==> src/rtl/mux_fifo_pkg.sv <==
`default_nettype none
// ---------------------------------------------------------------
// mux_fifo_pkg : shared widths and word type for the mux result FIFO
// Rev 1.0
// ---------------------------------------------------------------
package mux_fifo_pkg;

  localparam int MUX_DATA_W     = 8;
  localparam int MUX_FIFO_DEPTH = 8;

  typedef logic [MUX_DATA_W-1:0] mux_word_t;

endpackage
`default_nettype wire

==> src/rtl/mux_fifo_mem.sv <==
`default_nettype none
// ---------------------------------------------------------------
// mux_fifo_mem : DEPTH x DATA_W register array, one write port, async read
// Rev 1.0
// ---------------------------------------------------------------
module mux_fifo_mem
  import mux_fifo_pkg::*;
#(
  parameter int  DATA_W = MUX_DATA_W,
  parameter int  DEPTH  = MUX_FIFO_DEPTH,
  localparam int ADDR_W = $clog2(DEPTH)
) (
  input  logic              clk,
  input  logic              we,
  input  logic [ADDR_W-1:0] waddr,
  input  logic [DATA_W-1:0] wdata,
  input  logic [ADDR_W-1:0] raddr,
  output logic [DATA_W-1:0] rdata
);

  logic [DEPTH-1:0][DATA_W-1:0] w_words;

  generate
    for (genvar gi = 0; gi < DEPTH; gi++) begin : g_entry
      logic [DATA_W-1:0] word_q;
      logic [DATA_W-1:0] word_d;

      always_comb begin
        word_d = word_q;
        if (we && (waddr == ADDR_W'(gi))) begin
          word_d = wdata;
        end
      end

      // Storage holds no control meaning, so it is intentionally left unreset.
      always_ff @(posedge clk) begin
        word_q <= word_d;
      end

      assign w_words[gi] = word_q;
    end
  endgenerate

  assign rdata = w_words[raddr];

endmodule
`default_nettype wire

==> src/rtl/mux_result_fifo.sv <==
`default_nettype none
// ---------------------------------------------------------------
// mux_result_fifo : FWFT capture FIFO behind the registered 2:1 mux,
//                   with occupancy and sticky overflow reporting
// Rev 1.0
// ---------------------------------------------------------------
module mux_result_fifo
  import mux_fifo_pkg::*;
#(
  parameter int  DATA_W = MUX_DATA_W,
  parameter int  DEPTH  = MUX_FIFO_DEPTH,
  localparam int ADDR_W = $clog2(DEPTH)
) (
  input  logic              clk,
  input  logic              rst,
  input  logic              in_valid,
  input  logic [DATA_W-1:0] in_data,
  output logic              in_ready,
  output logic              out_valid,
  output logic [DATA_W-1:0] out_data,
  input  logic              out_ready,
  output logic [ADDR_W:0]   count,
  output logic              overflow,
  input  logic              clr_ovf
);

  logic [ADDR_W:0]   wr_ptr_q, wr_ptr_d;
  logic [ADDR_W:0]   rd_ptr_q, rd_ptr_d;
  logic              overflow_q, overflow_d;
  logic              w_full, w_empty, w_push, w_pop;
  logic [DATA_W-1:0] w_rd_word;

  // Extra pointer MSB distinguishes full from empty when the indices match.
  assign w_full  = (wr_ptr_q[ADDR_W] != rd_ptr_q[ADDR_W]) &&
                   (wr_ptr_q[ADDR_W-1:0] == rd_ptr_q[ADDR_W-1:0]);
  assign w_empty = (wr_ptr_q == rd_ptr_q);
  assign w_push  = in_valid && !w_full;
  assign w_pop   = out_ready && !w_empty;

  always_comb begin
    wr_ptr_d   = wr_ptr_q;
    rd_ptr_d   = rd_ptr_q;
    overflow_d = overflow_q;
    if (w_push) begin
      wr_ptr_d = wr_ptr_q + (ADDR_W+1)'(1);
    end
    if (w_pop) begin
      rd_ptr_d = rd_ptr_q + (ADDR_W+1)'(1);
    end
    // A fresh drop outranks a clear in the same cycle.
    if (in_valid && w_full) begin
      overflow_d = 1'b1;
    end else if (clr_ovf) begin
      overflow_d = 1'b0;
    end
  end

  always_ff @(posedge clk or posedge rst) begin
    if (rst) begin
      wr_ptr_q   <= '0;
      rd_ptr_q   <= '0;
      overflow_q <= 1'b0;
    end else begin
      wr_ptr_q   <= wr_ptr_d;
      rd_ptr_q   <= rd_ptr_d;
      overflow_q <= overflow_d;
    end
  end

  mux_fifo_mem #(
    .DATA_W (DATA_W),
    .DEPTH  (DEPTH)
  ) u_mem (
    .clk   (clk),
    .we    (w_push),
    .waddr (wr_ptr_q[ADDR_W-1:0]),
    .wdata (in_data),
    .raddr (rd_ptr_q[ADDR_W-1:0]),
    .rdata (w_rd_word)
  );

  assign in_ready  = !w_full;
  assign out_valid = !w_empty;
  assign out_data  = w_empty ? '0 : w_rd_word;
  assign count     = wr_ptr_q - rd_ptr_q;
  assign overflow  = overflow_q;

endmodule
`default_nettype wire

==> config.mk <==
export PLATFORM = sky130hd
export DESIGN_NAME = mux_result_fifo
export DESIGN_NICKNAME = d
export VERILOG_FILES = /design/src/rtl/mux_fifo_pkg.sv /design/src/rtl/mux_fifo_mem.sv /design/src/rtl/mux_result_fifo.sv
export SDC_FILE = /design/constraint.sdc
export NUM_CORES = 1
export LEC_CHECK = 0
export CAP_MARGIN = 20
export CORE_UTILIZATION = 42
export DETAILED_ROUTE_END_ITERATION = 12
export PLACE_DENSITY = 0.66
export SYNTH_ARGS = -nofsm -noshare
export SYNTH_HDL_FRONTEND = slang
export SYNTH_SLANG_ARGS = --single-unit
==> constraint.sdc <==
create_clock -name clk -period 4.8 [get_ports clk]
set_input_delay 0.48 -clock clk [delete_from_list [all_inputs] [get_ports clk]]
set_output_delay 0.48 -clock clk [all_outputs]
set_load 0.005 [all_outputs]
==> results of run 1 <==
cell type report:
class / count / area (um^2) / area share [%]
Clock buffer: 10 / 128 / 3.53
Inverter: 11 / 41.3 / 1.14
Sequential cell: 73 / 2150 / 59.4
Timing Repair Buffer: 28 / 278 / 7.68
Tap cell: 99 / 124 / 3.43
Multi-Input combinational cell: 103 / 873 / 24.2
Clock inverter: 5 / 23.8 / 0.657
layout by cell type (no fill, tap or decap), types with 2 or more instances in the layout:
cell type / count
sky130_fd_sc_hd__a21oi_1: 2
sky130_fd_sc_hd__a221oi_1: 8
sky130_fd_sc_hd__a22oi_1: 8
sky130_fd_sc_hd__and2_1: 3
sky130_fd_sc_hd__and3_1: 6
sky130_fd_sc_hd__clkbuf_8: 9
sky130_fd_sc_hd__clkdlybuf4s50_1: 27
sky130_fd_sc_hd__clkinv_1: 3
sky130_fd_sc_hd__dfrtp_1: 8
sky130_fd_sc_hd__edfxtp_1: 64
sky130_fd_sc_hd__ha_1: 10
sky130_fd_sc_hd__inv_1: 11
sky130_fd_sc_hd__mux2i_1: 32
sky130_fd_sc_hd__nand2_1: 10
sky130_fd_sc_hd__nand3_1: 2
sky130_fd_sc_hd__nand4_1: 2
sky130_fd_sc_hd__nor2_1: 3
sky130_fd_sc_hd__xnor2_1: 7
worst max-delay path by stage:
stage,slack (ps),cells after the start,to
CTS,1780,6,out_data[2]
global placement,2180,6,out_data[2]
finish,1830,6,out_data[2]
detailed placement,2170,6,out_data[7]
global route,1610,6,out_data[2]
floorplan,2910,6,u_mem.g_entry[4].word_q[0]$_DFFE_PP_
sequential cells by signal (all words and copies together), names as in the netlist:
signal and count:
overflow 1, rd_ptr_q 4, u_mem.g_entry.word_q 64, wr_ptr_q 4
cells by family after synthesis:
group | Yosys count
adders and majority gates | 11
DFF | 73
xor gates and xnor gates | 8
buffers and inverters | 19
muxes | 33
AOI/OAI and AO/OA | 22
and+or+nand+nor | 29
metal layers:
metal	track usage, %	up-vias
met4	6.45	0
met3	4.66	6
met2	24.8	47
met1	21.6	791
met5	0	-
li1	-	801
stage by stage:
step	setup WS (ps)	total power, mW	utilization, %
final	1830	2.31	49.9
after floorplan	2910	1.54	-
after global placement	2180	1.95	47.8
after detailed placement	2170	1.96	47.8
after global routing	1610	2.48	49.9
after CTS	1780	2.35	49.9
power by group:
group	switching (mW)	total (mW)	internal (mW)
Clock	0.207	0.386	0.179
Combinational	0.507	1.04	0.538
Sequential	0.0626	0.881	0.818
==> impl_summary.txt, run 1 <==
----------------------------------------------------
[Setup path]
  Kind of launch point of the worst setup path ... flop
  CP Capture Type ... output pin
  Worst EP required ... 4320 ps
  Top fanout value on the critical path ... 12
  End of the worst register-to-register path ... u_mem.g_entry[1].word_q[1]$_DFFE_PP_
  Peak per-stage delay on the critical path ... 570 ps
  Critical path start-end classification ... flop to output pin
  Count of buffer and inverter cells on the critical path ... 2
  Worst reg-to-reg path cell count ... 5
  Flop-to-flop setup slack ... 2440 ps
  Ordered cell list for the critical path ... inv_1 -> ha_1 -> nand4_2 -> nand2_1 -> a221oi_1 -> clkdlybuf4s50_1
  Crit path max-delay family ... buffers and inverters
  Cell with the biggest individual delay on the critical path ... sky130_fd_sc_hd__clkdlybuf4s50_1
  Startpoint of the most critical register-to-register path ... rd_ptr_q[1]$_DFFE_PP0P_
  CP Data Arrival Time ... 2490 ps
  Startpoint of the worst setup timing path ... rd_ptr_q[1]$_DFFE_PP0P_

[Synth]
  Average cell area after synthesis ... 16.1 um^2
  Area share of the largest cell type after synthesis ... 61.2%
  Fraction of the mapped netlist area in compound gates ... 5.30%
  Count of unique library cells instantiated by Yosys ... 32
  Number of storage elements in the synthesis netlist ... 73
  Post-Synth Simple-Gate Area ... 4.86%
  Adder-cell area share of the yosys netlist ... 4.63%
  Total number of yosys warnings ... 0
  Async set or reset register ratio after synthesis ... 12.3%
  Cell taking the most area after synthesis ... sky130_fd_sc_hd__edfxtp_1
  Net Count, Synth ... 219
  Post-synthesis instance area ... 3140 um^2
  Part of the Yosys area used for sequential elements ... 68.4%
  XOR/XNOR share of the synthesized area ... 2.47%
  Biggest area contributors in the synthesized netlist ... sky130_fd_sc_hd__edfxtp_1 61%, sky130_fd_sc_hd__mux2i_1 10%, sky130_fd_sc_hd__dfrtp_1 7.2%, sky130_fd_sc_hd__ha_1 4.0%, sky130_fd_sc_hd__a221oi_1 2.2%
  Synthesized instance count ... 195
  Number of flops mapped to enable cells by yosys ... 64
  Combinational family with the most area after synthesis ... multiplexers
  Most instantiated flip-flop cell in the synthesis netlist ... sky130_fd_sc_hd__edfxtp_1
  Most frequent cells after synthesis ... 64 x sky130_fd_sc_hd__edfxtp_1, 32 x sky130_fd_sc_hd__mux2i_1, 11 x sky130_fd_sc_hd__inv_1
  Most used standard cell by instance count after synthesis ... sky130_fd_sc_hd__edfxtp_1
  Fraction of synthesized area in multiplexers ... 10.6%

[Detailed routing]
  Routed length on met2 ... 2700 um
  Top metal layer carrying routed signals ... met4
  DRC violations left ... 0
  Vias ... 1,645
  Remaining antenna violation count after routing ... 0
  Number of search-and-repair iterations in the first detailed-routing pass ... 4
  Final wirelength ... 5680 um
  Routed wl met3 ... 330 um
  Detailed-route wire length on metal 1 ... 2600 um
  Detail-routed net length per standard cell ... 17.3 um
  Post-DR vias/cell ... 5.00
  Starting DRC count in detailed routing ... 105

[CTS]
  Hold buffer count at CTS ... 0
  CTS sink cnt ... 73
  H-tree lvl count ... 3
  Clock tree from TritonCTS ... done
  Bufs on Longest Clock Path ... 2
  Clock latency of the later-clocked register in the worst-skew pair ... 330 ps
  Number of instances resized during post-cts repair ... 0
  Post-CTS Repair Setup Buffers ... 0
  Reg clk slew, reported paths ... 70 ps
  Buffer cell driving the clock tree root ... sky130_fd_sc_hd__clkbuf_8
  CTS buffer count ... 9

[Layout]
  Share of layout cells above drive strength 1 ... 6.52%
  Final net count ... 250
  Filler cell count in the final layout ... 622
  Final standard cell area without fillers ... 3620 um^2
  Signed area change from the synthesized netlist to the final layout ... 15.2%
  Ant. Diodes ... 0
  Count of non-filler cells in the finished layout ... 329

[GRT]
  Global route total overflow ... 0
  Pin count of the biggest net entering global routing ... 36
  First-pass GRT wire length ... 8760 um
  Initial antenna violation count ... 0
  Tot GR Track Use ... 16.1%
  Number of global-route vias before repair ... 1,655

[Power and ir drop]
  Worst IR Drop VDD ... 453 uV
  P_leak ... 1.38 nW
  Pwr per Cell Area ... 639 nW/um^2

[STA]
  Max-slew headroom ... 44.2%
  Worst Clk Skew ... 7.14 ps
  Number of endpoints failing setup at the final stage ... 0
  Fmax ... 0.337 GHz
  Number of endpoints with negative hold slack in the final report ... 0
  Post-route setup TNS ... 0 ps
  Unrepaired setup endpoints after global routing ... no
  Worst Max-Slew Pin Slew ... 833 ps
  Max-slew violations ... 0
  Worst Hold Slack ... 406 ps
  Period Utilization, post-route ... 61.8%
  Clock period minus final worst setup slack ... 2970 ps

[Run status]
  Status ... complete, no violations

[Place]
  Cell area reported after detailed placement ... 3460 um^2
  Total of buffers placed on input and output ports ... 27
  Cell Count Post-Placement ... 314
  Last weighted congestion value of the routability-driven placer ... 0.760
  HPWL after detailed placement ... 3500 um

[Die]
  Total die area ... 7820 um^2
  Die W ... 88.4 um
  Starting density of the core ... 43.3%
  Die Y ... 88.4 um
  Row count ... 31
  Area of the core ... 7250 um^2
  Num ports ... 28

[Flow run]
  Max-Cap Viols ... 0

[Min path]
  Hold Path Class ... input port to async pin

----------------------------------------------------
Power figures use the tool's default switching activity.
==> inputs of run 2 (changes only) <==
==> constraint.sdc (replaced) <==
create_clock -name clk -period 3.1 [get_ports clk]
set_input_delay 0.31 -clock clk [delete_from_list [all_inputs] [get_ports clk]]
set_output_delay 0.31 -clock clk [all_outputs]
set_load 0.005 [all_outputs]
==> impl_summary.txt, run 2 (synthesis results as in run 1) <==
----------------------------------------------------
[Run status]
  Status ... complete, no violations (unchanged)

[STA]
  Number of endpoints with negative hold slack in the final report ... 0 (unchanged)
  Worst Max-Slew Pin Slew ... 586 ps (was 833 ps)
  Fmax ... 0.352 GHz
  Worst Clk Skew ... 5.65 ps (was 7.14 ps)
  Unrepaired setup endpoints after global routing ... no (unchanged)
  Post-route setup TNS ... 0 ps (unchanged)
  Number of endpoints failing setup at the final stage ... 0 (unchanged)
  Period Utilization, post-route ... 91.7%
  Max-slew violations ... 0 (unchanged)
  Final Worst Setup Slack ... 258 ps (was 1830 ps)
  Max-slew headroom ... 61.0% (was 44.2%)
  Clock period minus final worst setup slack ... 2840 ps

[Die]
  Row count ... 31 (unchanged)
  Starting density of the core ... 43.3% (unchanged)
  Die Y ... 88.4 um (unchanged)
  Total die area ... 7820 um^2 (unchanged)
  Num ports ... 28 (unchanged)
  Area of the core ... 7250 um^2 (unchanged)
  Die W ... 88.4 um (unchanged)

[Place]
  HPWL after detailed placement ... 3540 um (was 3500 um)
  Total of buffers placed on input and output ports ... 27 (unchanged)
  Last weighted congestion value of the routability-driven placer ... 0.762 (was 0.760)
  Pre-CTS setup slack ... 652 ps (was 2170 ps)

[CTS]
  Post-CTS Repair Setup Buffers ... 0 (unchanged)
  H-tree lvl count ... 3 (unchanged)
  Buffer cell driving the clock tree root ... sky130_fd_sc_hd__clkbuf_8 (unchanged)
  Number of instances resized during post-cts repair ... 0 (unchanged)
  Bufs on Longest Clock Path ... 2 (unchanged)
  Hold buffer count at CTS ... 0 (unchanged)
  Reg clk slew, reported paths ... 70 ps (about the same)
  CTS buffer count ... 9 (unchanged)
  CTS sink cnt ... 73 (unchanged)
  Clock tree from TritonCTS ... done (unchanged)
  Clock latency of the later-clocked register in the worst-skew pair ... 340 ps (was 330 ps)

[Detailed routing]
  Final wirelength ... 5740 um (was 5680 um)
  Vias ... 1,679 (was 1,645)
  DRC violations left ... 0 (unchanged)
  Post-DR vias/cell ... 5.04 (was 5.00)
  Number of search-and-repair iterations in the first detailed-routing pass ... 5 (was 4)
  Detail-routed net length per standard cell ... 17.2 um (was 17.3 um)
  Starting DRC count in detailed routing ... 72 (was 105)
  Remaining antenna violation count after routing ... 0 (unchanged)

[GRT]
  Tot GR Track Use ... 16.3% (was 16.1%)
  First-pass GRT wire length ... 8770 um (was 8760 um)
  Initial antenna violation count ... 0 (unchanged)
  Pin count of the biggest net entering global routing ... 36 (unchanged)
  Global route total overflow ... 0 (unchanged)
  Number of global-route vias before repair ... 1,723 (was 1,655)

[Power and ir drop]
  P_leak ... 1.40 nW (was 1.38 nW)
  Pwr per Cell Area ... 996 nW/um^2 (was 639 nW/um^2)
  Overall power ... 3.63 mW (was 2.31 mW)
  Worst IR Drop VDD ... 821 uV (was 453 uV)

[Layout]
  Filler cell count in the final layout ... 639 (was 622)
  Final net count ... 253 (was 250)
  Most flops, register ... u_mem.g_entry.word_q (unchanged)
  Multi-input combinational cell area ... 873 um^2 (unchanged)
  Flip-flop count of the largest register, all copies and words added ... 64 (unchanged)
  Ant. Diodes ... 0 (unchanged)
  Most used cells in the layout excluding fill and tap cells ... 64 x sky130_fd_sc_hd__edfxtp_1, 32 x sky130_fd_sc_hd__mux2i_1, 27 x sky130_fd_sc_hd__clkdlybuf4s50_1 (unchanged)
  Reg area ... 2150 um^2 (unchanged)
  Registers with the most flip-flops ... u_mem.g_entry.word_q (64), rd_ptr_q (4), wr_ptr_q (4) (unchanged)
  Signed area change from the synthesized netlist to the final layout ... 16.1% (was 15.2%)
  Most common cell after layout, fill and taps aside ... sky130_fd_sc_hd__edfxtp_1 (unchanged)
  Share of layout cells above drive strength 1 ... 8.55% (was 6.52%)

[Setup path]
  Count of buffer and inverter cells on the critical path ... 2 (unchanged)
  Ordered cell list for the critical path ... buf_4 -> mux2i_1 -> a22oi_1 -> nand2_1 -> a221oi_1 -> clkdlybuf4s50_1 (was inv_1 -> ha_1 -> nand4_2 -> nand2_1 -> a221oi_1 -> clkdlybuf4s50_1)
  CP Data Arrival Time ... 2530 ps (was 2490 ps)
  Flop-to-flop setup slack ... 760 ps (was 2440 ps)
  Peak per-stage delay on the critical path ... 570 ps (about the same)
  CP Capture Type ... output pin (unchanged)
  Crit path max-delay family ... buffers and inverters (unchanged)
  Worst EP required ... 2790 ps (was 4320 ps)
  Cell with the biggest individual delay on the critical path ... sky130_fd_sc_hd__clkdlybuf4s50_1 (unchanged)
  Top fanout value on the critical path ... 35 (was 12)
  Kind of launch point of the worst setup path ... flop (unchanged)
  Critical path start-end classification ... flop to output pin (unchanged)

[Min path]
  Hold Path Class ... input port to async pin (unchanged)

[Flow run]
  Max-Cap Viols ... 0 (unchanged)

----------------------------------------------------
[run 2: final cells by class]
| class | instances | share of cell area, % |
|---|---|---|
| clock buffer | 12 | 3.71 |
| clock inverter | 4 | 0.618 |
| inverter | 11 | 1.13 |
| multi-input combinational | 103 | 24.0 |
| sequential | 73 | 58.9 |
| tap | 99 | 3.40 |
| timing repair buffer | 31 | 8.24 |
[run 2: power by group]
group / internal (mW) / switching [mW] / leakage, nW
logic: 0.860 / 0.798 / 0.635
registers: 1.27 / 0.0990 / 0.687
clock network: 0.287 / 0.320 / 0.0801
total: 2.41 / 1.22 / 1.40
[run 2: layer usage]
| metal | up-vias | wire, um | GRT usage [%] |
|---|---|---|---|
| met2 | 43 | 2830 | 26.3 |
| met5 | - | 0 | 0 |
| met3 | 11 | 291 | 5.88 |
| met4 | 0 | 81 | 6.89 |
| li1 | 809 | - | - |
| met1 | 816 | 2540 | 20.0 |
[run 2: final timing paths]
| check | start | end | cells past startpoint |
|---|---|---|---|
| setup / recovery | rd_ptr_q[0]$_DFFE_PP0P_ | out_data[2] | 6 |
| hold / removal | rst | overflow$_DFFE_PP0P_ | 2 |
| setup reg to reg | rd_ptr_q[1]$_DFFE_PP0P_ | u_mem.g_entry[5].word_q[6]$_DFFE_PP_ | 5 |
| hold reg to reg | wr_ptr_q[3]$_DFFE_PP0P_ | wr_ptr_q[3]$_DFFE_PP0P_ | 1 |
| max in group asynchronous | rst | rd_ptr_q[0]$_DFFE_PP0P_ | 2 |
| min in group clk | wr_ptr_q[3]$_DFFE_PP0P_ | wr_ptr_q[3]$_DFFE_PP0P_ | 1 |
[run 2: stage by stage]
step | instance area, um^2 | instances | hold WS [ps] | util [%]
global route | 3640 | 333 | 287 | 50.3
detailed placement | 3490 | 317 | 518 | 48.1
floorplan | 3140 | 195 | 138 | -
global placement | 3490 | 317 | 514 | 48.1
finish | 3640 | 333 | 233 | 50.3
CTS | 3640 | 333 | 235 | 50.3
